## config.mk

```make
export PLATFORM = sky130hd
export DESIGN_NAME = codec_sample_mixer_flat
export DESIGN_NICKNAME = d
export VERILOG_FILES = /design/src/rtl/codec_mix_pkg.sv /design/src/rtl/codec_sample_mixer_if.sv /design/src/rtl/sample_fifo.sv /design/src/rtl/codec_sample_mixer.sv /design/src/flat_wrapper.sv
export SDC_FILE = /design/constraint.sdc
export NUM_CORES = 1
export LEC_CHECK = 0
export ABC_CLOCK_PERIOD_IN_PS = 11700
export CORE_ASPECT_RATIO = 1.25
export CORE_UTILIZATION = 45
export CTS_CLUSTER_DIAMETER = 30
export DETAILED_ROUTE_END_ITERATION = 10
export DONT_BUFFER_PORTS = 1
export PLACE_DENSITY = 0.61
export SLEW_MARGIN = 5
export SYNTH_ARGS = -nofsm -noshare
export SYNTH_HDL_FRONTEND = slang
export SYNTH_SLANG_ARGS = --single-unit
export TNS_END_PERCENT = 30
```

## constraint.sdc

```tcl
create_clock -name clk -period 11.7 [get_ports clk]
set_input_delay 3.51 -clock clk [delete_from_list [all_inputs] [get_ports clk]]
set_output_delay 3.51 -clock clk [all_outputs]
set_load 0.005 [all_outputs]
```

## src/rtl/codec_mix_pkg.sv

```systemverilog
// Shared constants and helpers for the codec sample mixer.
// Pan codes, FSM encoding and the saturation helper.
package codec_mix_pkg;

  localparam logic [1:0] PAN_MUTE  = 2'b00;
  localparam logic [1:0] PAN_LEFT  = 2'b01;
  localparam logic [1:0] PAN_RIGHT = 2'b10;
  localparam logic [1:0] PAN_BOTH  = 2'b11;

  localparam logic [1:0] ST_IDLE  = 2'd0;
  localparam logic [1:0] ST_ACCUM = 2'd1;
  localparam logic [1:0] ST_SAT   = 2'd2;

  // Clamp v into the signed range of an sw-bit word.
  function automatic logic signed [63:0] saturate(
    input logic signed [63:0] v,
    input int unsigned        sw
  );
    logic signed [63:0] hi;
    logic signed [63:0] lo;
    hi = (64'sd1 <<< (sw - 1)) - 64'sd1;
    lo = -(64'sd1 <<< (sw - 1));
    if (v > hi) return hi;
    if (v < lo) return lo;
    return v;
  endfunction

endpackage

```

## src/rtl/codec_sample_mixer_if.sv

```systemverilog
// Bus between the sample sources/codec and the mixer.
// master drives samples and frame requests; slave is the mixer.
interface codec_sample_mixer_if #(
  parameter int NUM_CH   = 4,
  parameter int SAMPLE_W = 18,
  parameter int OUT_W    = 24
);

  logic [NUM_CH*SAMPLE_W-1:0] sample_in;
  logic [NUM_CH-1:0]          sample_valid;
  logic [NUM_CH*2-1:0]        weight;
  logic [NUM_CH*2-1:0]        pan;
  logic                       new_frame;
  logic [OUT_W-1:0]           hphone_l;
  logic [OUT_W-1:0]           hphone_r;
  logic                       out_valid;
  logic [NUM_CH-1:0]          overflow;
  logic [NUM_CH-1:0]          underflow;
  logic                       frame_miss;

  modport master (
    output sample_in, sample_valid, weight, pan, new_frame,
    input  hphone_l, hphone_r, out_valid,
    input  overflow, underflow, frame_miss
  );

  modport slave (
    input  sample_in, sample_valid, weight, pan, new_frame,
    output hphone_l, hphone_r, out_valid,
    output overflow, underflow, frame_miss
  );

endinterface

```

## src/rtl/sample_fifo.sv

```systemverilog
// Synchronous first-word-fall-through FIFO.
// A pop on a full FIFO frees the slot for a same-cycle push.
module sample_fifo #(
  parameter int WIDTH = 18,
  parameter int DEPTH = 8
) (
  input  logic             clk,
  input  logic             reset,
  input  logic             push,
  input  logic             pop,
  input  logic [WIDTH-1:0] din,
  output logic [WIDTH-1:0] dout,
  output logic             full,
  output logic             empty
);

  localparam int AW = $clog2(DEPTH);

  logic [WIDTH-1:0] mem [DEPTH];
  logic [AW-1:0]    wptr_q;
  logic [AW-1:0]    rptr_q;
  logic [AW:0]      cnt_q;
  logic             do_pop;
  logic             do_push;

  assign empty   = (cnt_q == '0);
  assign full    = (cnt_q == (AW+1)'(DEPTH));
  assign do_pop  = pop && !empty;
  assign do_push = push && (!full || do_pop);
  assign dout    = mem[rptr_q];

  // Pointer and occupancy tracking.
  always_ff @(posedge clk) begin
    if (reset) begin
      wptr_q <= '0;
      rptr_q <= '0;
      cnt_q  <= '0;
    end else begin
      if (do_push) wptr_q <= wptr_q + 1'b1;
      if (do_pop)  rptr_q <= rptr_q + 1'b1;
      unique case ({do_push, do_pop})
        2'b10:   cnt_q <= cnt_q + 1'b1;
        2'b01:   cnt_q <= cnt_q - 1'b1;
        default: cnt_q <= cnt_q;
      endcase
    end
  end

  // Storage array, no reset needed.
  always_ff @(posedge clk) begin
    if (do_push) mem[wptr_q] <= din;
  end

endmodule

```

## src/rtl/codec_sample_mixer.sv

```systemverilog
// Per-channel FIFOs feeding a weighted, panned stereo mix.
// One channel is accumulated per cycle, then saturated.
module codec_sample_mixer
  import codec_mix_pkg::*;
#(
  parameter int NUM_CH   = 4,
  parameter int SAMPLE_W = 18,
  parameter int OUT_W    = 24,
  parameter int DEPTH    = 8
) (
  input logic                  clk,
  input logic                  reset,
  codec_sample_mixer_if.slave  bus
);

  localparam int ACC_W = SAMPLE_W + $clog2(NUM_CH) + 1;
  localparam int CI_W  = (NUM_CH > 1) ? $clog2(NUM_CH) : 1;
  localparam int PAD   = OUT_W - SAMPLE_W;

  logic [1:0]              state_q, state_d;
  logic [CI_W-1:0]         idx_q, idx_d;
  logic signed [ACC_W-1:0] accl_q, accl_d;
  logic signed [ACC_W-1:0] accr_q, accr_d;
  logic [OUT_W-1:0]        hl_q, hl_d;
  logic [OUT_W-1:0]        hr_q, hr_d;
  logic                    vld_q, vld_d;
  logic [NUM_CH-1:0]       ovf_q, ovf_d;
  logic [NUM_CH-1:0]       udf_q, udf_d;
  logic                    miss_q, miss_d;

  logic [NUM_CH-1:0]       pop, full, empty;
  logic [SAMPLE_W-1:0]     dout [NUM_CH];

  logic signed [SAMPLE_W-1:0] cur_s;
  logic signed [SAMPLE_W-1:0] shifted;
  logic [1:0]                 cur_w;
  logic [1:0]                 cur_p;
  logic                       cur_e;
  logic [NUM_CH-1:0]          cur_oh;
  logic signed [ACC_W-1:0]    term;
  logic signed [63:0]         sat_l, sat_r;
  logic [SAMPLE_W-1:0]        sl, sr;

  for (genvar gi = 0; gi < NUM_CH; gi++) begin : g_fifo
    sample_fifo #(
      .WIDTH (SAMPLE_W),
      .DEPTH (DEPTH)
    ) u_fifo (
      .clk   (clk),
      .reset (reset),
      .push  (bus.sample_valid[gi]),
      .pop   (pop[gi]),
      .din   (bus.sample_in[gi*SAMPLE_W +: SAMPLE_W]),
      .dout  (dout[gi]),
      .full  (full[gi]),
      .empty (empty[gi])
    );
  end

  // Select the channel being accumulated this cycle.
  always_comb begin
    cur_s  = '0;
    cur_w  = '0;
    cur_p  = PAN_MUTE;
    cur_e  = 1'b0;
    cur_oh = '0;
    for (int c = 0; c < NUM_CH; c++) begin
      if (idx_q == CI_W'(c)) begin
        cur_s     = dout[c];
        cur_w     = bus.weight[c*2 +: 2];
        cur_p     = bus.pan[c*2 +: 2];
        cur_e     = empty[c];
        cur_oh[c] = 1'b1;
      end
    end
  end

  assign pop     = (state_q == ST_ACCUM) ? (cur_oh & ~empty) : '0;
  assign shifted = cur_s >>> cur_w;
  assign term    = cur_e ? '0
                 : {{(ACC_W-SAMPLE_W){shifted[SAMPLE_W-1]}}, shifted};

  assign sat_l = saturate(64'(accl_q), SAMPLE_W);
  assign sat_r = saturate(64'(accr_q), SAMPLE_W);
  assign sl    = sat_l[SAMPLE_W-1:0];
  assign sr    = sat_r[SAMPLE_W-1:0];

  // Frame FSM, accumulation and sticky flag next-state.
  always_comb begin
    state_d = state_q;
    idx_d   = idx_q;
    accl_d  = accl_q;
    accr_d  = accr_q;
    hl_d    = hl_q;
    hr_d    = hr_q;
    vld_d   = 1'b0;
    udf_d   = udf_q;
    ovf_d   = ovf_q | (bus.sample_valid & full & ~pop);
    miss_d  = miss_q | (bus.new_frame && state_q != ST_IDLE);
    unique case (state_q)
      ST_IDLE: begin
        if (bus.new_frame) begin
          accl_d  = '0;
          accr_d  = '0;
          idx_d   = '0;
          state_d = ST_ACCUM;
        end
      end
      ST_ACCUM: begin
        if (cur_e) udf_d = udf_q | cur_oh;
        if (cur_p == PAN_LEFT || cur_p == PAN_BOTH)
          accl_d = accl_q + term;
        if (cur_p == PAN_RIGHT || cur_p == PAN_BOTH)
          accr_d = accr_q + term;
        if (idx_q == CI_W'(NUM_CH - 1)) state_d = ST_SAT;
        else idx_d = idx_q + 1'b1;
      end
      ST_SAT: begin
        hl_d    = OUT_W'(sl) << PAD;
        hr_d    = OUT_W'(sr) << PAD;
        vld_d   = 1'b1;
        state_d = ST_IDLE;
      end
      default: state_d = ST_IDLE;
    endcase
  end

  // State registers; reset abandons any frame in progress.
  always_ff @(posedge clk) begin
    if (reset) begin
      state_q <= ST_IDLE;
      idx_q   <= '0;
      accl_q  <= '0;
      accr_q  <= '0;
      hl_q    <= '0;
      hr_q    <= '0;
      vld_q   <= 1'b0;
      ovf_q   <= '0;
      udf_q   <= '0;
      miss_q  <= 1'b0;
    end else begin
      state_q <= state_d;
      idx_q   <= idx_d;
      accl_q  <= accl_d;
      accr_q  <= accr_d;
      hl_q    <= hl_d;
      hr_q    <= hr_d;
      vld_q   <= vld_d;
      ovf_q   <= ovf_d;
      udf_q   <= udf_d;
      miss_q  <= miss_d;
    end
  end

  assign bus.hphone_l   = hl_q;
  assign bus.hphone_r   = hr_q;
  assign bus.out_valid  = vld_q;
  assign bus.overflow   = ovf_q;
  assign bus.underflow  = udf_q;
  assign bus.frame_miss = miss_q;

endmodule

```

## src/flat_wrapper.sv

```systemverilog
// flat-port wrapper written by rule: the top's interface ports become plain ports
module codec_sample_mixer_flat import codec_mix_pkg::*;
#(
  parameter int NUM_CH   = 4,
  parameter int SAMPLE_W = 18,
  parameter int OUT_W    = 24,
  parameter int DEPTH    = 8
)
  (clk, reset, bus_sample_in, bus_sample_valid, bus_weight, bus_pan, bus_new_frame, bus_hphone_l, bus_hphone_r, bus_out_valid, bus_overflow, bus_underflow, bus_frame_miss);
  codec_sample_mixer_if #(.NUM_CH(NUM_CH), .SAMPLE_W(SAMPLE_W), .OUT_W(OUT_W)) bus_i ();
  input logic clk;
  input logic reset;
  input wire logic [$bits(bus_i.sample_in)-1:0] bus_sample_in;
  input wire logic [$bits(bus_i.sample_valid)-1:0] bus_sample_valid;
  input wire logic [$bits(bus_i.weight)-1:0] bus_weight;
  input wire logic [$bits(bus_i.pan)-1:0] bus_pan;
  input wire logic [$bits(bus_i.new_frame)-1:0] bus_new_frame;
  output wire logic [$bits(bus_i.hphone_l)-1:0] bus_hphone_l;
  output wire logic [$bits(bus_i.hphone_r)-1:0] bus_hphone_r;
  output wire logic [$bits(bus_i.out_valid)-1:0] bus_out_valid;
  output wire logic [$bits(bus_i.overflow)-1:0] bus_overflow;
  output wire logic [$bits(bus_i.underflow)-1:0] bus_underflow;
  output wire logic [$bits(bus_i.frame_miss)-1:0] bus_frame_miss;
  assign bus_i.sample_in = bus_sample_in;
  assign bus_i.sample_valid = bus_sample_valid;
  assign bus_i.weight = bus_weight;
  assign bus_i.pan = bus_pan;
  assign bus_i.new_frame = bus_new_frame;
  assign bus_hphone_l = bus_i.hphone_l;
  assign bus_hphone_r = bus_i.hphone_r;
  assign bus_out_valid = bus_i.out_valid;
  assign bus_overflow = bus_i.overflow;
  assign bus_underflow = bus_i.underflow;
  assign bus_frame_miss = bus_i.frame_miss;
  codec_sample_mixer #(.NUM_CH(NUM_CH), .SAMPLE_W(SAMPLE_W), .OUT_W(OUT_W), .DEPTH(DEPTH)) u_core (.clk(clk), .reset(reset), .bus(bus_i));
endmodule
```

==> results of run 1 <==
-- how the worst max path moves through the flow --
stage	cells past startpoint	slack [ns]	from	endpoint
global route	19	3.80	bus_weight[0]	u_core.accr_q[19]
detailed placement	19	3.55	bus_weight[0]	u_core.accr_q[19]
floorplan	20	4.00	bus_weight[6]	u_core.accr_q[19]
finish	19	4.22	bus_weight[0]	u_core.accr_q[19]
global placement	19	3.63	bus_weight[0]	u_core.accr_q[19]
CTS	19	4.26	bus_weight[0]	u_core.accr_q[19]
-- layout make-up --
cell class,instances,area (µm²),share of cell area
Multi-Input combinational cell,1165,10090,0.2782
Clock buffer,134,3097,0.08541
Clock inverter,91,1282,0.03537
Sequential cell,720,20190,0.5568
Tap cell,864,1081,0.02981
Timing Repair Buffer,53,397.9,0.01097
Inverter,33,123.9,0.003416
-- logic make-up (layout without fill, tap and decap cells) --
| group | after synthesis | count (layout) | share of synthesized area |
|---|---|---|---|
| XOR/XNOR | 64 | 64 | 0.01822 |
| adder cells (fa/ha/maj) | 73 | 73 | 0.03067 |
| AND/OR/NAND/NOR | 408 | 408 | 0.06126 |
| multiplexers | 235 | 235 | 0.1341 |
| AO/OA/AOI/OAI | 373 | 373 | 0.07916 |
| flip-flops | 720 | 720 | 0.6561 |
| other | 1 | 12 | 0.0001219 |
| buffers and inverters | 141 | 311 | 0.02034 |
-- per-stage QoR --
step,area (µm²),std cells,hold WS (ns)
5_1_grt,36260,3060,0.4865
2_1_floorplan,30800,2026,0.4421
6_report,36260,3060,0.4592
4_1_cts,36260,3060,0.4625
3_5_place_dp,31880,2835,0.4551
3_3_place_gp,31880,2835,0.4550
-- per-layer routing --
metal / share of wire / global-route usage
met5: 0 / 0
met4: 0.030 / 0.08401
met3: 0.065 / 0.04955
met2: 0.52 / 0.3692
met1: 0.39 / 0.2441
-- worst reg2reg max path, delay by kind of cell (launching register included) --
kind                     cells  cell delay (ns)
AO/OA/AOI/OAI               11             2.46
multiplexers                 3             1.27
adder cells (fa/ha/maj)      2             0.68
AND/OR/NAND/NOR              4             0.62
buffers and inverters        1             0.53
flip-flops                   1             0.31
XOR/XNOR                     1             0.15
-- power groups by stage --
stage | Combinational (mW) | Clock [mW] | Sequential, mW
global route | 0.789 | 3.89 | 2.91
detailed placement | 0.728 | 0 | 2.95
global placement | 0.717 | 0 | 2.95
finish | 0.727 | 3.72 | 2.90
CTS | 0.731 | 3.78 | 2.90
floorplan | 0.537 | 0 | 2.93
-- synth_stat cells (all sizes together) (37+ instances only) --
cell    count  area (µm²)
a21oi     131       659.4
clkbuf     63       236.5
mux2i      69       690.7
xnor2      37       324.1
o21ai      78       390.4
nand2     104       390.4
edfxtp    576       17300
buf        45       265.3
dfxtp     144        2883
nor2      142       533.0
mux4      139        3131
ha         60       750.7
-- flip-flops by register name (all words and copies together) (netlist names), 12 cells and up, named ones only --
name,flops
u_core.bus.hphone_r,18
u_core.g_fifo.u_fifo.cnt_q,16
u_core.accl_q,21
u_core.g_fifo.u_fifo.wptr_q,12
u_core.accr_q,21
u_core.g_fifo.u_fifo.rptr_q,12
u_core.bus.hphone_l,18
u_core.g_fifo.u_fifo.mem,576
==> results.tsv, run 1 <==
stage	metric	value	unit
placement	routability cong.	0.9193	
power	Gate power share	0.099	
logic_synthesis	post-synthesis cell type count	81	
clocking	clock buffer depth	3	
finish	Ant. Diodes	0	
hold_path	worst hold stages	2	
clocking	Hold-fix buffers, CTS	0	
global_route	GRT Overall Usage	0.2089	
critical_path	cells along the critical path	nand3b_1, and2_1, o311ai_0, o2111ai_2, nor2_1, a21oi_1, nor2_1, ha_1, a21o_1, a21o_1, nor4_1, o21ai_0, nor2b_1, a221o_1, maj3_2, a31oi_2, o21ai_1, xor2_1, a22o_1	
job	Max Cap Violations	0	
routing	DRT Pass-1 Iters	5	
hold_path	hold endpoint	u_core.bus.frame_miss	
finish	Final nets	2254	
logic_synthesis	Cell Area, Synth	30760	µm²
floorplanning	Starting Density	0.4574	
power	Pleak	12.34	nW
routing	Via Count	17700	
critical_path	delay-heaviest family, CP	compound AO/OA/AOI/OAI gates	
clocking	Inserted Clock Buffers	120	
routing	Post-DRT Antenna Nets	0	
finish	Core Util, Final	0.5392	
hold_path	hold_sp	u_core.bus.frame_miss	
logic_synthesis	count of yosys warnings during synthesis	0	
finish	commonest non-fill, non-tap cell in the layout	edfxtp_1	
global_route	largest net degree at the start of global routing	118	
global_route	GRT overflow	0	
placement	HPWL after DPL	46040	µm
sta	worst clock skew	0.03607	ns
sta	Final Cycle Share	0.6396	
routing	Post-Route WL	71740	µm
logic_synthesis	Yosys reg bits	720	
sta	max-slew headroom at the worst pin	0.3444	
power	VDD IR max	0.0001441	V
finish	Fillers	5274	
critical_path	CP max FO	4	
sta	Slew Viols, Final	0	
critical_path	Worst EP arrival	8.04	ns
global_route	initial antenna violation count	0	
global_route	first-pass GRT wire length	108900	µm
floorplanning	die span in x	235.8	µm
logic_synthesis	Avg Inst Size Synth	15.26	µm²
critical_path	CP bufs+invs	0	
clocking	CTS tree	yes	
sta	Final WS setup	4.217	ns
power	P_int	5.576	mW
routing	vias per cell	5.784	
critical_path	Startpoint Class	primary input	
routing	DRC	0	
power	clock power share	0.506	
floorplanning	die area	69410	µm²
critical_path	critical path type	in2reg	
placement	Place WS	3.549	ns
floorplanning	die height	294.3	µm
critical_path	Worst Path Required	12.26	ns
sta	fmax	133.6	MHz
clocking	Post-CTS Resized	0	
placement	Buffers on Ports	0	
logic_synthesis	number of synthesized flops with an enable pin	576	
logic_synthesis	top_reg_cell synth	edfxtp_1	
power	pwr dens	202.8	nW/µm²
floorplanning	Core Region	67240	µm²
sta	Slew @ Worst Pin	0.9834	ns
global_route	vias in the first global route	18353	
run_status	status	complete, no violations	
power	overall power	7.353	mW
sta	RSZ-0062 raised after global routing	false	
routing	Wirelength per Cell	23.44	µm
sta	Final setup viols	0	
critical_path	FF-to-FF path depth	22	
clocking	Skew-Pair Late Insertion Delay	0.68	ns
critical_path	R2R setup slack	5.58	ns
critical_path	worst reg2reg path endpoint	u_core.accr_q[19]	
clocking	Sink Count	720	
critical_path	largest stage delay on the critical path	0.69	ns
clocking	Root Driver	clkbuf_16	
power	Reg power frac	0.395	
floorplanning	row cnt	106	
floorplanning	# IOs	153	
hold_path	worst hold path type	reg2reg	
sta	min Tclk post-route	7.483	ns
sta	setup TNS	0	ns
logic_synthesis	sequential-to-total area share from yosys stat	0.6561	
clocking	Reg clk slew, reported paths	0.05	ns
sta	Hold Fails Final Rpt	0	
logic_synthesis	Gate Count Post-Synth	2015	
finish	commonest non-fill, non-tap cells in the layout	edfxtp_1, nor2_1, mux4_2	
clocking	H-tree levels	3	
power	Switch Pwr	1.777	mW
power	net switching fraction of the power	0.2417	
finish	Area Growth Syn to Fin	17.89	%
critical_path	slowest CP cell	o311ai_0	
critical_path	critical path endpoint category	flip-flop	
clocking	Post-CTS Setup Bufs	0	
finish	share of cells above drive strength 1	0.2158	
routing	DRT iter0 DRCs	1259	
logic_synthesis	ys async rst share	0	
Power figures use the tool's default switching activity.
==> run 2, diff against run 1 <==
ABC_CLOCK_PERIOD_IN_PS = 7570   (was 11700)
clock period = 7.57 ns   (was 11.7 ns; I/O delays follow)
==> run 2 against run 1 <==
  * Register-to-register slack worse by 4.1 ns
  * Cell area decreased by 0.18%
  * Sequential power up 55%
  * Clock-buffer cell count fell by 7
  * Combinational power grew 53%
  * Power grew 52%
  * Worst hold slack better by 0.0048 ns
  * Clock skew is 0.0019 ns higher
  * Critical path type unchanged
  * Largest cell class unchanged
  * Non-clock buffer count rose by 4
  * Clock power grew 50%
  * Routed wire length grew 0.86%
  * Via count up 0.60%
==> results.tsv, run 2 (synthesis results as in run 1) <==
stage	metric	value	unit	change
run_status	status	complete, no violations		unchanged
routing	vias per cell	5.804		was 5.784
global_route	GRT Overall Usage	0.2118		was 0.2089
critical_path	delay-heaviest family, CP	compound AO/OA/AOI/OAI gates		unchanged
clocking	Hold-fix buffers, CTS	0		unchanged
sta	Slew @ Worst Pin	1.023	ns	was 0.9834 ns
power	pwr dens	308.7	nW/µm²	was 202.8 nW/µm²
placement	Buffers on Ports	0		unchanged
critical_path	slowest CP cell	o311ai_0		unchanged
routing	Post-Route WL	72350	µm	was 71740 µm
sta	worst clock skew	0.03798	ns	was 0.03607 ns
clocking	H-tree levels	3		unchanged
clocking	Inserted Clock Buffers	120		unchanged
sta	RSZ-0062 raised after global routing	false		unchanged
floorplanning	row cnt	106		unchanged
finish	Area Growth Syn to Fin	17.67	%	was 17.89%
power	overall power	11.17	mW	was 7.353 mW
finish	Largest Register	u_core.g_fifo.u_fifo.mem		unchanged
clocking	Reg clk slew, reported paths	0.05	ns	about the same
floorplanning	# IOs	153		unchanged
floorplanning	die height	294.3	µm	unchanged
sta	Final Cycle Share	0.8253		
finish	leading registers by flop count	u_core.g_fifo.u_fifo.mem: 576 flops, u_core.accl_q: 21 flops, u_core.accr_q: 21 flops		unchanged
power	clock power share	0.498		was 0.506
power	net switching fraction of the power	0.2496		was 0.2417
sta	setup TNS	0	ns	unchanged
sta	Final WS setup	1.323	ns	was 4.217 ns
sta	min Tclk post-route	6.247	ns	
sta	max-slew headroom at the worst pin	0.3181		was 0.3444
routing	Via Count	17806		was 17700
floorplanning	die span in x	235.8	µm	unchanged
routing	DRC	0		unchanged
critical_path	Worst Path Required	8.12	ns	was 12.26 ns
finish	Ant. Diodes	0		unchanged
power	Switch Pwr	2.789	mW	was 1.777 mW
finish	fin cells	3068		was 3060
clocking	CTS tree	yes		unchanged
placement	routability cong.	0.8838		was 0.9193
finish	share of cells above drive strength 1	0.2201		was 0.2158
power	Pleak	12.31	nW	was 12.34 nW
critical_path	Startpoint Class	primary input		unchanged
power	Reg power frac	0.402		was 0.395
clocking	Post-CTS Setup Bufs	0		unchanged
placement	HPWL after DPL	47470	µm	was 46040 µm
finish	commonest non-fill, non-tap cell in the layout	edfxtp_1		unchanged
global_route	first-pass GRT wire length	110600	µm	was 108900 µm
routing	DRT Pass-1 Iters	6		was 5
clocking	clock buffer depth	3		unchanged
floorplanning	Starting Density	0.4574		unchanged
critical_path	cells along the critical path	nand3b_1, and2_1, o311ai_0, o2111ai_2, nor2_1, a21oi_1, nor2_1, ha_1, a21o_1, a21o_1, nor4_1, o21ai_0, nor2b_1, a221o_1, maj3_2, a31oi_2, o21ai_1, xor2_1, a22o_1		unchanged
finish	Final nets	2258		was 2254
hold_path	worst hold path type	reg2reg		unchanged
global_route	GRT overflow	0		unchanged
global_route	largest net degree at the start of global routing	118		unchanged
finish	commonest non-fill, non-tap cells in the layout	edfxtp_1, nor2_1, mux4_2		unchanged
sta	Slew Viols, Final	0		unchanged
critical_path	critical path type	in2reg		unchanged
global_route	initial antenna violation count	0		unchanged
critical_path	Worst EP arrival	6.80	ns	was 8.04 ns
critical_path	CP bufs+invs	0		unchanged
finish	Final Cell Area	36190	µm²	was 36260 µm²
clocking	Sink Count	720		unchanged
routing	Wirelength per Cell	23.58	µm	was 23.44 µm
power	Gate power share	0.099		about the same
clocking	Skew-Pair Late Insertion Delay	0.69	ns	was 0.68 ns
critical_path	critical path endpoint category	flip-flop		unchanged
sta	Hold Fails Final Rpt	0		unchanged
clocking	Root Driver	clkbuf_16		unchanged
global_route	vias in the first global route	18480		was 18353
routing	Post-DRT Antenna Nets	0		unchanged
floorplanning	Core Region	67240	µm²	unchanged
sta	Final setup viols	0		unchanged
power	P_int	8.384	mW	was 5.576 mW
power	VDD IR max	0.0001901	V	was 0.0001441 V
placement	placed cell area	31910	µm²	was 31880 µm²
placement	Place WS	0.6315	ns	was 3.549 ns
critical_path	largest stage delay on the critical path	0.68	ns	was 0.69 ns
critical_path	CP max FO	4		unchanged
routing	DRT iter0 DRCs	1406		was 1259
clocking	Post-CTS Resized	0		unchanged
floorplanning	die area	69410	µm²	unchanged
finish	max reg flops	576		unchanged
job	Max Cap Violations	0		unchanged
placement	dpl cells	2839		was 2835
sta	fmax	160.1	MHz	
-- run 2: final cells by class --
cell class,count,area [µm²]
inverters,33,123.9
fillers,5401,31050
repair buffers,57,427.9
multi-input cells,1165,10090
clock inverters,102,1222
clock buffers,127,3060
flip-flops and latches,720,20190
well taps,864,1081
-- run 2: layer usage --
| metal | share of wire | GRT usage | wire [µm] |
|---|---|---|---|
| met1 | 0.39 | 0.2515 | 28380 |
| met2 | 0.52 | 0.3741 | 37550 |
| met3 | 0.065 | 0.05011 | 4677 |
| met4 | 0.024 | 0.07604 | 1744 |
| met5 | 0 | 0 | 0 |
-- run 2: power groups by stage --
| stage | registers (mW) | logic [mW] | clock network [mW] |
|---|---|---|---|
| final | 4.50 | 1.11 | 5.57 |
| after global routing | 4.51 | 1.21 | 5.83 |
| after floorplan | 4.53 | 0.830 | 0 |
| after global placement | 4.57 | 1.09 | 0 |
| after detailed placement | 4.58 | 1.11 | 0 |
| after CTS | 4.50 | 1.11 | 5.64 |
-- run 2: per-stage QoR --
| step | hold WS [ns] | utilization |
|---|---|---|
| 2_1_floorplan | 0.4421 | - |
| 3_3_place_gp | 0.4512 | 0.4745 |
| 3_5_place_dp | 0.4604 | 0.4745 |
| 4_1_cts | 0.4651 | 0.5382 |
| 5_1_grt | 0.4764 | 0.5382 |
| 6_report | 0.4640 | 0.5382 |
-- run 2: worst paths after layout --
kind / cells after the start / slack, ns / end / startpoint
worst max-delay path: 19 / 1.32 / u_core.accr_q[19] / bus_weight[0]
worst min-delay path: 2 / 0.46 / u_core.bus.hphone_r[15] / u_core.bus.hphone_r[15]
worst max register to register: 21 / 1.44 / u_core.accr_q[19] / flip-flop
worst min register to register: 2 / 0.46 / u_core.bus.hphone_r[15] / u_core.bus.hphone_r[15]
-- run 2: worst min-delay path, cell delays in order, from the launching register on --
cell and delay (ns):
dfxtp_1 0.32, nand2_1 0.06, a21oi_1 0.05
==> run 3, diff against run 2 <==
ABC_CLOCK_PERIOD_IN_PS = 5180   (was 7570)
PLACE_DENSITY = 0.63   (was 0.61)
clock period = 5.18 ns   (was 7.57 ns; I/O delays follow)
==> run 3 against run 2 <==
  * Combinational power up 77%
  * Setup slack worse by 1.2 ns
  * Critical path depth up 4
  * Sequential cell count unchanged
  * Sequential power up 46%
  * Cell area up 2.8%
  * Register-to-register slack worse by 1.4 ns
  * Clock skew up 0.014 ns
  * Critical path type is now reg2reg
  * Largest power group unchanged
==> results.tsv, run 3 (synthesis results as in run 1) <==
stage	metric	value	unit	change
run_status	status	complete, no violations		unchanged
clocking	Reg clk slew, reported paths	0.05	ns	about the same
finish	fin cells	3186		was 3068
sta	setup TNS	0	ns	unchanged
clocking	Root Driver	clkbuf_16		unchanged
clocking	Skew-Pair Late Insertion Delay	0.69	ns	about the same
placement	HPWL after DPL	49220	µm	was 47470 µm
routing	vias per cell	5.650		was 5.804
power	Pleak	12.89	nW	was 12.31 nW
sta	max-slew headroom at the worst pin	0.3892		was 0.3181
floorplanning	# IOs	153		unchanged
critical_path	CP max FO	9		was 4
finish	commonest non-fill, non-tap cells in the layout	edfxtp_1, buf_4, mux4_2		was edfxtp_1, nor2_1, mux4_2
clocking	clock buffer depth	3		unchanged
power	VDD IR max	0.0002756	V	was 0.0001901 V
critical_path	critical path endpoint category	flip-flop		unchanged
hold_path	hold_sp	u_core.bus.hphone_r[22]		was u_core.bus.hphone_r[15]
sta	worst clock skew	0.05240	ns	was 0.03798 ns
routing	Post-Route WL	73610	µm	was 72350 µm
floorplanning	die area	69410	µm²	unchanged
floorplanning	Starting Density	0.4574		unchanged
critical_path	Worst EP arrival	5.64	ns	was 6.80 ns
critical_path	FF-to-FF path depth	23		was 21
floorplanning	row cnt	106		unchanged
routing	Wirelength per Cell	23.10	µm	was 23.58 µm
sta	min Tclk post-route	5.099	ns	
floorplanning	die height	294.3	µm	unchanged
global_route	vias in the first global route	18892		was 18480
clocking	Sink Count	720		unchanged
critical_path	Worst Path Required	5.72	ns	was 8.12 ns
power	pwr dens	432.2	nW/µm²	was 308.7 nW/µm²
finish	Final nets	2384		was 2258
placement	dpl cells	2959		was 2839
routing	Post-DRT Antenna Nets	0		unchanged
hold_path	worst hold stages	2		unchanged
finish	Final Cell Area	37190	µm²	was 36190 µm²
finish	Area Growth Syn to Fin	20.92	%	was 17.67%
finish	Ant. Diodes	0		unchanged
routing	DRC	0		unchanged
clocking	H-tree levels	3		unchanged
finish	max reg flops	576		unchanged
routing	Via Count	18000		was 17806
hold_path	worst hold path type	reg2reg		unchanged
global_route	initial antenna violation count	1		was 0
routing	met3 wire length	4453	µm	was 4677 µm
power	overall power	16.08	mW	was 11.17 mW
routing	WL met2	37920	µm	was 37550 µm
clocking	Inserted Clock Buffers	114		was 120
global_route	GRT overflow	0		unchanged
routing	DRT iter0 DRCs	1291		was 1406
sta	Final Cycle Share	0.9844		
floorplanning	Core Region	67240	µm²	unchanged
sta	Slew @ Worst Pin	0.9113	ns	was 1.023 ns
placement	placed cell area	32950	µm²	was 31910 µm²
sta	Hold Fails Final Rpt	0		unchanged
sta	Slew Viols, Final	0		unchanged
sta	RSZ-0062 raised after global routing	true		was false
finish	commonest non-fill, non-tap cell in the layout	edfxtp_1		unchanged
routing	Top Metal Used	met4		unchanged
finish	share of cells above drive strength 1	0.2674		was 0.2201
global_route	first-pass GRT wire length	112000	µm	was 110600 µm
floorplanning	die span in x	235.8	µm	unchanged
critical_path	critical path type	reg2reg		was in2reg
global_route	GRT Overall Usage	0.2142		was 0.2118
clocking	CTS tree	yes		unchanged
sta	Final setup viols	0		unchanged
critical_path	Startpoint Class	flip-flop		was primary input
finish	leading registers by flop count	u_core.g_fifo.u_fifo.mem: 576 flops, u_core.accl_q: 21 flops, u_core.accr_q: 21 flops		unchanged
routing	DRT Pass-1 Iters	5		was 6
job	Max Cap Violations	0		unchanged
routing	Metal-1 WL	28470	µm	was 28380 µm
placement	routability cong.	0.9298		was 0.8838
global_route	largest net degree at the start of global routing	118		unchanged
finish	Largest Register	u_core.g_fifo.u_fifo.mem		unchanged
sta	fmax	196.1	MHz	
placement	Buffers on Ports	0		unchanged
## run 3: cell types whose count changed in the layout (fill, tap and decap cells not counted), moves of 6 or more
| cell | previous run | this run |
|---|---|---|
| a21oi_1 | 130 | 119 |
| a21oi_2 | 1 | 12 |
| a221oi_1 | 11 | 5 |
| buf_12 | 0 | 10 |
| buf_4 | 57 | 176 |
| clkbuf_1 | 5 | 16 |
| clkbuf_16 | 121 | 115 |
| clkbuf_8 | 1 | 7 |
| clkinv_2 | 21 | 12 |
| o21ai_0 | 69 | 62 |
## run 3: layer usage
| layer | vias up | GRT usage |
|---|---|---|
| met5 | - | 0 |
| met4 | 0 | 0.09852 |
| met3 | 142 | 0.05058 |
| met2 | 485 | 0.3757 |
| met1 | 9078 | 0.2481 |
| li1 | 8295 | - |
## run 3: power by group
part / leakage [nW] / internal (mW) / switching (mW) / total [mW]
Clock: 1.88 / 4.76 / 2.79 / 7.54
Sequential: 6.40 / 6.44 / 0.120 / 6.56
Combinational: 4.60 / 0.884 / 1.09 / 1.97
Total: 12.9 / 12.1 / 4.00 / 16.1
## run 3: cell type report
type / count / area (µm²)
Sequential cell: 720 / 20200
Clock inverter: 77 / 913.4
Fill cell: 5180 / 30050
Clock buffer: 138 / 3017
Tap cell: 864 / 1081
Multi-Input combinational cell: 1165 / 10280
Inverter: 33 / 127.6
Timing Repair Buffer: 189 / 1569
## run 3: critical path, stage by stage (launching register included)
cell	delay [ns]
dfxtp_4	0.40
buf_12	0.16
mux4_2	0.51
mux2_2	0.30
a221oi_4	0.27
a21oi_1	0.07
buf_4	0.17
nor2_4	0.09
a21oi_2	0.05
mux2_4	0.28
a21oi_2	0.13
nor2_2	0.05
ha_1	0.28
a21o_1	0.16
a21o_1	0.21
nor4_2	0.24
o21ai_1	0.10
nor2b_1	0.14
a221o_1	0.36
maj3_2	0.35
a31oi_4	0.21
o21ai_2	0.08
xor2_1	0.14
a22o_1	0.22
## run 3: path summary, 6_finish.rpt
check / slack, ns / endpoint
min: 0.46 / u_core.bus.hphone_r[22]
max reg2reg: 0.08 / u_core.accr_q[19]
min reg2reg: 0.46 / u_core.bus.hphone_r[22]
max: 0.08 / u_core.accr_q[19]
## run 3: what timing repair did
| item | in CTS | in global routing |
|---|---|---|
| setup buffers | 0 | 11 |
| gates resized for setup | 9 | 42 |
| pin swaps | 0 | 15 |
| gates cloned | 0 | 1 |
| endpoints found under the setup margin | 9 | 18 |
| hold buffers | 0 | 0 |
## run 3: per-stage QoR
stage	worst slack [ns]	hold WS [ns]	util
6_report	0.08068	0.4593	0.5531
5_1_grt	-0.1131	0.4845	0.5531
4_1_cts	0.02531	0.4635	0.5492
3_5_place_dp	-0.3265	0.4590	0.4900
3_3_place_gp	-0.2651	0.4559	0.4900
2_1_floorplan	-0.1204	0.4421	-
